### src/rtl/uart_rx_if.sv
// rtl/uart_rx_if.sv - received-byte handshake bundle for uart_rx
interface uart_rx_if;
  logic       rx_valid;
  logic [7:0] rx_data;
  logic       rx_ready;

  // Receiver side drives the byte and its valid flag.
  modport master (
    output rx_valid,
    output rx_data,
    input  rx_ready
  );

  // Consumer side accepts the byte.
  modport slave (
    input  rx_valid,
    input  rx_data,
    output rx_ready
  );
endinterface

### src/rtl/uart_rx.sv
// rtl/uart_rx.sv - 8N1 UART receiver with valid/ready byte output
module uart_rx #(
  parameter int CYCLES_PER_BIT = 868
) (
  input  logic        clk,
  input  logic        reset,
  input  logic        uart_rxd,
  uart_rx_if.master   rx,
  output logic        frame_err,
  output logic        overrun,
  output logic        busy
);

  localparam logic [15:0] HALF_LAST = 16'(CYCLES_PER_BIT / 2 - 1);
  localparam logic [15:0] BIT_LAST  = 16'(CYCLES_PER_BIT - 1);

  typedef enum logic [2:0] {
    WAIT_HIGH,
    IDLE,
    START,
    DATA,
    STOP
  } state_t;

  state_t      state, state_n;
  logic [15:0] cnt, cnt_n;
  logic [2:0]  idx, idx_n;
  logic [7:0]  shreg, shreg_n;
  logic        rxd_m, rxd_s;
  logic        done, ferr;
  logic        xfer;

  // Two-flop synchroniser for the asynchronous serial line.
  always_ff @(posedge clk) begin
    if (reset) begin
      rxd_m <= 1'b0;
      rxd_s <= 1'b0;
    end else begin
      rxd_m <= uart_rxd;
      rxd_s <= rxd_m;
    end
  end

  // Frame FSM registers: state, bit-period counter, bit index, shift register.
  always_ff @(posedge clk) begin
    if (reset) begin
      state <= WAIT_HIGH;
      cnt   <= 16'd0;
      idx   <= 3'd0;
      shreg <= 8'd0;
    end else begin
      state <= state_n;
      cnt   <= cnt_n;
      idx   <= idx_n;
      shreg <= shreg_n;
    end
  end

  // Next-state logic; samples are taken mid-bit after a half-period start check.
  always_comb begin
    state_n = state;
    cnt_n   = cnt;
    idx_n   = idx;
    shreg_n = shreg;
    done    = 1'b0;
    ferr    = 1'b0;
    case (state)
      WAIT_HIGH: begin
        if (rxd_s) state_n = IDLE;
      end
      IDLE: begin
        if (!rxd_s) begin
          state_n = START;
          cnt_n   = 16'd0;
        end
      end
      START: begin
        if (cnt == HALF_LAST) begin
          cnt_n = 16'd0;
          if (!rxd_s) begin
            state_n = DATA;
            idx_n   = 3'd0;
          end else begin
            state_n = IDLE;
          end
        end else begin
          cnt_n = cnt + 16'd1;
        end
      end
      DATA: begin
        if (cnt == BIT_LAST) begin
          shreg_n[idx] = rxd_s;
          cnt_n        = 16'd0;
          idx_n        = idx + 3'd1;
          if (idx == 3'd7) state_n = STOP;
        end else begin
          cnt_n = cnt + 16'd1;
        end
      end
      STOP: begin
        if (cnt == BIT_LAST) begin
          cnt_n = 16'd0;
          if (rxd_s) begin
            done    = 1'b1;
            state_n = IDLE;
          end else begin
            ferr    = 1'b1;
            state_n = WAIT_HIGH;
          end
        end else begin
          cnt_n = cnt + 16'd1;
        end
      end
      default: state_n = WAIT_HIGH;
    endcase
  end

  assign busy = (state == START) || (state == DATA) || (state == STOP);
  assign xfer = rx.rx_valid && rx.rx_ready;

  // Output holding register: load on free slot or same-cycle transfer, else flag overrun.
  always_ff @(posedge clk) begin
    if (reset) begin
      rx.rx_valid <= 1'b0;
      rx.rx_data  <= 8'd0;
      frame_err   <= 1'b0;
      overrun     <= 1'b0;
    end else begin
      frame_err <= ferr;
      overrun   <= 1'b0;
      if (done) begin
        if (!rx.rx_valid || xfer) begin
          rx.rx_data  <= shreg;
          rx.rx_valid <= 1'b1;
        end else begin
          overrun <= 1'b1;
        end
      end else if (xfer) begin
        rx.rx_valid <= 1'b0;
      end
    end
  end

endmodule

### src/flat_wrapper.sv
// flat-port wrapper written by rule: the top's interface ports become plain ports
module uart_rx_flat 
#(
  parameter int CYCLES_PER_BIT = 868
)
  (clk, reset, uart_rxd, frame_err, overrun, busy, rx_rx_valid, rx_rx_data, rx_rx_ready);
  uart_rx_if rx_i ();
  input  logic clk;
  input  logic reset;
  input  logic uart_rxd;
  output logic frame_err;
  output logic overrun;
  output logic busy;
  output wire logic [$bits(rx_i.rx_valid)-1:0] rx_rx_valid;
  output wire logic [$bits(rx_i.rx_data)-1:0] rx_rx_data;
  input wire logic [$bits(rx_i.rx_ready)-1:0] rx_rx_ready;
  assign rx_rx_valid = rx_i.rx_valid;
  assign rx_rx_data = rx_i.rx_data;
  assign rx_i.rx_ready = rx_rx_ready;
  uart_rx #(.CYCLES_PER_BIT(CYCLES_PER_BIT)) u_core (.clk(clk), .reset(reset), .uart_rxd(uart_rxd), .rx(rx_i), .frame_err(frame_err), .overrun(overrun), .busy(busy));
endmodule
### config.mk
export PLATFORM = sky130hd
export DESIGN_NAME = uart_rx_flat
export DESIGN_NICKNAME = d
export VERILOG_FILES = /design/src/rtl/uart_rx_if.sv /design/src/rtl/uart_rx.sv /design/src/flat_wrapper.sv
export SDC_FILE = /design/constraint.sdc
export NUM_CORES = 1
export LEC_CHECK = 0
export CAP_MARGIN = 0
export CORE_UTILIZATION = 35
export CTS_BUF_LIST = sky130_fd_sc_hd__clkbuf_2
export CTS_CLUSTER_SIZE = 28
export DETAILED_ROUTE_END_ITERATION = 16
export DONT_BUFFER_PORTS = 1
export HOLD_SLACK_MARGIN = 0.02
export SLEW_MARGIN = 30
export SYNTH_ARGS = -nofsm -noshare
export SYNTH_HDL_FRONTEND = slang
export SYNTH_SLANG_ARGS = --single-unit
### constraint.sdc
create_clock -name clk -period 2.2 [get_ports clk]
set_clock_uncertainty 0.1 [all_clocks]
set_input_delay 0.11 -clock clk [delete_from_list [all_inputs] [get_ports clk]]
set_output_delay 0.11 -clock clk [all_outputs]
set_load 0.02 [all_outputs]
==> results.md, run 1 <==
* Result of the run: finished clean
* CTS tree: done
* CP Class: reg -> reg
* Worst hold stages at 2
* Post-route setup slack at 101 ps
* Most used flip-flop cell after synthesis: sky130_fd_sc_hd__dfxtp_1
* Max_slew headroom at 70.1%
* H-tree depth reported by CTS at 2
* Bufs and invs on worst path at 1
* Compound-Gate Fraction of Synth Area at 11.7%
* Antenna violation net count after detailed routing at 0
* Synth top area cells: sky130_fd_sc_hd__dfxtp_1 40%, sky130_fd_sc_hd__mux2i_1 8.4%, sky130_fd_sc_hd__nor2_1 4.2%
* Std-Cell Rows at 28
* Combined global-route utilization of all metal layers at 14.9%
* Drt first-iter violations at 66
* Sum of overflow across all layers after global routing at 0
* Number of enable-type register cells in the synthesized netlist at 0
* CP Cell Sequence: or3b_2 > nand2_1 > a22o_1 > buf_12 > or3b_1 > a31oi_1
* Proportion of layout cells with a drive suffix above 1 at 19.3%
* Netlist area before placement at 2160 sq um
* Area share of fa/ha/maj cells after synthesis at 2.32%
* Antenna diode count at 0
* Drt pass-1 iters at 5
* XOR/XNOR Fraction of Synth Area at 3.25%
* RSZ-0062 raised after global routing: false
* Type of the most critical hold path: in -> reg
* Pin count of the biggest net entering global routing at 40
* Fraction of registers with async set/reset at 0%
* Placed insts at 317
* Syn-to-layout area delta at 14.2%
* Simple-gate share of the synthesized area at 30.0%
* Most frequent cells in the layout: 38 x sky130_fd_sc_hd__dfxtp_1, 24 x sky130_fd_sc_hd__nor2_1, 20 x sky130_fd_sc_hd__nand2_1, 19 x sky130_fd_sc_hd__buf_4, 18 x sky130_fd_sc_hd__mux2i_1
* Maximum clock frequency at 476 MHz
* Number of primary I/O pins at 16
* Number of clock sinks seen by CTS at 43
* Slowest cell on crit path: sky130_fd_sc_hd__or3b_2
* Most frequent standard cell in the layout excluding fill and tap cells: sky130_fd_sc_hd__dfxtp_1
* Count of input and output buffers at 0
* Initial Util at 36.4%
* Area of the placeable core at 5920 sq um
* Critical path launch point: u_core.state[2]$_SDFFE_PP0P_
* Routed wirelength normalized by instance count at 13.5 um
* Clock edge transition at the registers on the reported setup and hold paths at 220 ps
* Max-slew violation count at 0
* Delay of the slowest critical-path stage at 540 ps
* Mapped Avg Cell Area at 9.06 sq um
* Maximum fanout along the worst path at 13
* Area of the die at 6480 sq um
* Number of warnings issued by yosys at 0
* Critical Path Start Type: flip-flop
* Top-area cell type share of the netlist area at 39.9%
* Post-detailed-placement half-perimeter wirelength at 3.11 mm
* Seq/Total Area, Yosys at 39.9%
* Routed vias/inst at 5.30
* Synth cell types at 52
* Clock buffer depth at 2
* Reg-to-Reg End: u_core.cnt[14]$_SDFFE_PP0P_
* R2r startpoint: u_core.state[2]$_SDFFE_PP0P_
* Post-Synthesis Cells at 238
* Setup TNS Final at 0 ps
* CTS root buffer: sky130_fd_sc_hd__clkbuf_2
* VDD IR max at 0.342 mV
* Routability cong. at 0.779
* Total power per unit cell area at 678 nW/um^2
* First-pass GRT wire length at 7.49 mm
* FF-to-FF path depth at 6
* Worst setup slack for register-to-register paths at 100 ps
* Post-Route WL at 4.45 mm
* Clk_lat worst skew at 410 ps
* Static power due to leakage at 0.912 nW
* Number of failing setup endpoints in the final timing report at 0
* Kind of end point of the critical path: flip-flop
* Post-CTS setup repair buffer count at 0
* Required @ worst endpoint at 2430 ps
* Cell family with most CP delay: simple AND/OR/NAND/NOR gates
* Setup slack at placement at 57.7 ps
* Number of synthesized register bits at 43
* Initial antenna violation count at 0
* NumNets Final at 261
* Largest family of logic cells by synthesized area: simple AND/OR/NAND/NOR gates
* Post-synthesis net count at 246
* Worst slew pin tran at 445 ps
* Number of global-route vias before repair at 1588
* Worst Hold Launch: uart_rxd
* Post-Route Utilization at 41.6%
* Die Wd at 80.5 um
* Post-synthesis mux area share at 8.35%
* Number of clock buffers inserted by TritonCTS at 5
* Cell Count, Final, Fillers Out at 329
* Final period util at 95.4%
* DRC violations left at 0
* Largest area contributor in the netlist: sky130_fd_sc_hd__dfxtp_1
* Die height at 80.5 um
* Vias at 1743
* Final Hold Fails at 0
* Hold endpoint: u_core.rxd_m$_SDFF_PP0_
* Max-Cap Viols at 0
* Minimum clock period at 2100 ps
* Arr. time, crit path at 2330 ps
==> registers in the layout, indices dropped and copies added, names as in the netlist <==
signal              count
u_core.state            3
u_core.idx              3
u_core.cnt             16
u_core.overrun          1
u_core.frame_err        1
u_core.rx.rx_valid      1
u_core.shreg            8
u_core.rxd_s            1
u_core.rxd_m            1
u_core.rx.rx_data       8
==> per-layer routing <==
layer | GRT usage, % | routed length, um | share of wire [%] | vias up
met5 | 0 | 0 | 0 | -
met4 | 4.29 | 41 | 0.92 | 0
met3 | 3.75 | 158 | 3.6 | 5
met2 | 23.7 | 2060 | 46 | 29
met1 | 19.6 | 2180 | 49 | 813
li1 | - | - | - | 896
==> Yosys cell counts (5+ instances only) <==
master,number
sky130_fd_sc_hd__nand2_1,20
sky130_fd_sc_hd__xnor2_1,8
sky130_fd_sc_hd__nor3_1,6
sky130_fd_sc_hd__nor2_1,24
sky130_fd_sc_hd__inv_1,5
sky130_fd_sc_hd__a211oi_1,8
sky130_fd_sc_hd__clkbuf_1,9
sky130_fd_sc_hd__nand3_1,8
sky130_fd_sc_hd__a31oi_1,5
sky130_fd_sc_hd__mux2i_1,18
sky130_fd_sc_hd__nand2b_1,13
sky130_fd_sc_hd__nand4_1,5
sky130_fd_sc_hd__dfxtp_1,43
==> per-stage QoR <==
stage	instance area, sq um	total power, mW	hold WS, ps
2_1_floorplan	2160	1.16	138
3_3_place_gp	2340	1.32	82.6
3_5_place_dp	2340	1.32	84.6
4_1_cts	2430	1.68	238
5_1_grt	2460	1.77	246
6_report	2460	1.67	279
==> worst max path at each step <==
stage,cells after the start,endpoint
floorplan,7,u_core.shreg[2]$_SDFFE_PP0P_
global placement,5,u_core.cnt[14]$_SDFFE_PP0P_
detailed placement,5,u_core.cnt[15]$_SDFFE_PP0P_
CTS,5,u_core.cnt[15]$_SDFFE_PP0P_
global route,6,u_core.state[0]$_SDFFE_PP0P_
finish,6,u_core.cnt[14]$_SDFFE_PP0P_
==> cells by family (layout without fill, tap and decap cells) <==
group                    Yosys count  after routing
multiplexers                      18             18
AND/OR/NAND/NOR                  109            109
flip-flops                        43             43
AO/OA/AOI/OAI                     35             35
buffers and inverters             21             37
XOR/XNOR                           8              8
adder cells (fa/ha/maj)            4              4
==> power by group <==
group / internal [mW] / switching (mW) / total (mW)
clock network: 0.0753 / 0.267 / 0.343
registers: 0.811 / 0.0195 / 0.831
logic: 0.214 / 0.282 / 0.496
total: 1.10 / 0.569 / 1.67
==> cell type report <==
type	instances	area, sq um
Tap cell	75	93.8
Clock inverter	3	20.0
Fill cell	592	3460
Sequential cell	43	870
Inverter	5	18.8
Clock buffer	5	25.0
Timing Repair Buffer	24	213
Multi-Input combinational cell	174	1220
==> worst register-to-register path, stage by stage, from the launching register on <==
cell and delay [ps]:
sky130_fd_sc_hd__dfxtp_1 440, sky130_fd_sc_hd__or3b_2 540, sky130_fd_sc_hd__nand2_1 90, sky130_fd_sc_hd__a22o_1 190
sky130_fd_sc_hd__buf_12 150, sky130_fd_sc_hd__or3b_1 340, sky130_fd_sc_hd__a31oi_1 170
==> repair_timing <==
item                                    4_1_cts  5_1_grt
endpoints found under the setup margin        0       13
hold buffers                                  4        0
hold endpoints to repair                     43        0
gates resized for setup                       0       10
No activity file was read; power rests on OpenSTA's default activity.
==> run 2: changes to the inputs <==
--- a/config.mk
+++ b/config.mk
@@ -7,7 +7,6 @@
 export LEC_CHECK = 0
 export CAP_MARGIN = 0
 export CORE_UTILIZATION = 35
-export CTS_BUF_LIST = sky130_fd_sc_hd__clkbuf_2
 export CTS_CLUSTER_SIZE = 28
 export DETAILED_ROUTE_END_ITERATION = 16
 export DONT_BUFFER_PORTS = 1
==> constraint.sdc (replaced) <==
create_clock -name clk -period 2.6 [get_ports clk]
set_clock_uncertainty 0.1 [all_clocks]
set_input_delay 0.13 -clock clk [delete_from_list [all_inputs] [get_ports clk]]
set_output_delay 0.13 -clock clk [all_outputs]
set_load 0.02 [all_outputs]
==> run 2 against run 1 <==
Routed wire length decreased by 1.3%. Maximum frequency decreased by 12%. Sequential share of layout area increased by 1.4 points. First-iteration DRC count increased by 12%. Utilization decreased by 2.0 points. Cell area decreased by 4.8%. Non-clock buffer count decreased by 16. Critical path depth unchanged. Register-to-register slack improved by 110 ps. Worst hold slack got worse by 250 ps. Total power decreased by 11%. Cell count decreased by 4.9%. Critical endpoint is now u_core.state[0]$_SDFFE_PP0P_.
==> results.md, run 2 (synthesized netlist as in run 1, its figures left out) <==
* Result of the run: finished clean
* First-pass GRT wire length at 7.10 mm
* Die height at 80.5 um
* Post-CTS setup repair buffer count at 0
* Area of the die at 6480 sq um
* Routed vias/inst at 5.49
* Number of primary I/O pins at 16
* Most frequent standard cell in the layout excluding fill and tap cells: sky130_fd_sc_hd__dfxtp_1
* H-tree depth reported by CTS at 2
* Most frequent cells in the layout: 43 x sky130_fd_sc_hd__dfxtp_1, 24 x sky130_fd_sc_hd__nor2_1, 20 x sky130_fd_sc_hd__nand2_1, 18 x sky130_fd_sc_hd__mux2i_1, 13 x sky130_fd_sc_hd__nand2b_1
* Initial antenna violation count at 0
* Final Hold Fails at 0
* Post-detailed-placement half-perimeter wirelength at 2.91 mm
* Worst hold stages at 2
* Std-Cell Rows at 28
* Worst slew pin tran at 536 ps
* Required @ worst endpoint at 2720 ps
* Maximum clock frequency at 419 MHz
* Flip-flop count of the largest register after layout at 16
* Number of clock sinks seen by CTS at 43
* Count of input and output buffers at 0
* Arr. time, crit path at 2510 ps
* Drt first-iter violations at 74
* DRC violations left at 0
* Pin count of the biggest net entering global routing at 38
* GRT met1 Usage at 18.7%
* Type of the most critical hold path: in -> reg
* Setup TNS Final at 0 ps
* Combined global-route utilization of all metal layers at 14.3%
* Critical Path Start Type: flip-flop
* Vias at 1717
* Number of global-route vias before repair at 1485
* GR Util met3 at 4.89%
* Cell Count, Final, Fillers Out at 313
* Minimum clock period at 2390 ps
* Met2 Track Usage GR at 21.9%
* Worst Hold Launch: reset
* Number of clock buffers inserted by TritonCTS at 5
* Reg-to-Reg End: u_core.state[0]$_SDFFE_PP0P_
* VDD IR max at 0.315 mV
* Clk_lat worst skew at 300 ps
* CTS root buffer: sky130_fd_sc_hd__clkbuf_8
* FF-to-FF path depth at 6
* R2r startpoint: u_core.cnt[0]$_SDFFE_PP0P_
* Max-slew violation count at 0
* Hold endpoint: u_core.cnt[13]$_SDFFE_PP0P_
* Max-Cap Viols at 0
* Biggest registers after layout: u_core.cnt: 16 flops, u_core.rx.rx_data: 8 flops, u_core.shreg: 8 flops
* CTS tree: done
* Syn-to-layout area delta at 8.64%
* Antenna violation net count after detailed routing at 0
* Final period util at 91.8%
* Antenna diode count at 0
* CP Cell Sequence: ha_1 > and4bb_2 > nand4_2 > a22o_1 > or4_1 > a31oi_1
* Die Wd at 80.5 um
* Clock edge transition at the registers on the reported setup and hold paths at 80 ps
* Drt pass-1 iters at 7
* Slowest cell on crit path: sky130_fd_sc_hd__or4_1
* Number of failing setup endpoints in the final timing report at 0
* Post-Route WL at 4.39 mm
* Routed wirelength normalized by instance count at 14.0 um
* Register with the most flip-flops: u_core.cnt
* Static power due to leakage at 0.837 nW
* Top Usage Layer GRT: met2
* Area of the placeable core at 5920 sq um
* RSZ-0062 raised after global routing: false
* Worst setup slack for register-to-register paths at 210 ps
* NumNets Final at 245
* Initial Util at 36.4%
* Total power per unit cell area at 633 nW/um^2
* Proportion of layout cells with a drive suffix above 1 at 10.9%
* CP Class: reg -> reg
* Max_slew headroom at 63.4%
* Fill cell instance count of the final layout at 607
* Maximum fanout along the worst path at 14
* Cell Area, Placed at 2200 sq um
* Post-route cell area at 2340 sq um
* Cell family with most CP delay: simple AND/OR/NAND/NOR gates
* Placed insts at 301
* Routability cong. at 0.816
* Clock buffer depth at 2
* Kind of end point of the critical path: flip-flop
* Post-Route Utilization at 39.6%
* Sum of overflow across all layers after global routing at 0
* Total design power at 1.48 mW
* Bufs and invs on worst path at 0
* Delay of the slowest critical-path stage at 520 ps
* Crit. path cell count at 6
==> run 2: layout make-up <==
class                           count  area, sq um  share of cell area [%]
Clock buffer                        5         68.8                    2.94
Clock inverter                      3         20.0                   0.854
Inverter                            5         18.8                   0.801
Multi-Input combinational cell    174         1200                    51.3
Sequential cell                    43          861                    36.7
Tap cell                           75         93.8                    4.00
Timing Repair Buffer                8         80.1                    3.42
==> run 2: per-layer routing <==
layer	share of wire, %	vias up
li1	-	858
met1	48	817
met2	46	36
met3	4.5	6
met4	1.3	0
met5	0	-
==> run 2: timing repair <==
action / in CTS / in global routing
endpoints found under the setup margin: 0 / 0
hold buffers: 4 / 0
endpoints found under the hold margin: 34 / 0
gates resized for setup: 0 / 0
==> run 2: how the worst max path moves through the flow <==
stage                               start                      endpoint  slack, ps
6_report       u_core.cnt[0]$_SDFFE_PP0P_  u_core.state[0]$_SDFFE_PP0P_        210
5_1_grt        u_core.cnt[0]$_SDFFE_PP0P_  u_core.state[0]$_SDFFE_PP0P_         40
4_1_cts        u_core.cnt[0]$_SDFFE_PP0P_  u_core.state[0]$_SDFFE_PP0P_        210
3_5_place_dp   u_core.cnt[0]$_SDFFE_PP0P_  u_core.state[0]$_SDFFE_PP0P_        240
3_3_place_gp   u_core.cnt[0]$_SDFFE_PP0P_  u_core.state[0]$_SDFFE_PP0P_        310
2_1_floorplan  u_core.cnt[0]$_SDFFE_PP0P_  u_core.shreg[2]$_SDFFE_PP0P_        520
==> run 2: stage by stage <==
step	hold WS, ps	setup WS [ps]
after floorplan	158	524
after global placement	103	308
after detailed placement	104	240
after CTS	23.7	213
after global routing	26.5	37.1
final	32.8	213
==> run 2: worst reg2reg max path, stage by stage (launching register included) <==
cell and delay [ps]:
sky130_fd_sc_hd__dfxtp_1 400, sky130_fd_sc_hd__ha_1 220, sky130_fd_sc_hd__and4bb_2 270, sky130_fd_sc_hd__nand4_2 200, sky130_fd_sc_hd__a22o_1 440, sky130_fd_sc_hd__or4_1 530, sky130_fd_sc_hd__a31oi_1 160
==> run 2: report_power, final <==
part / internal [mW] / leakage, nW / switching, mW / total [mW]
sequential: 0.680 / 0.347 / 0.0172 / 0.698
combinational: 0.132 / 0.449 / 0.229 / 0.362
clock: 0.187 / 0.0402 / 0.237 / 0.424
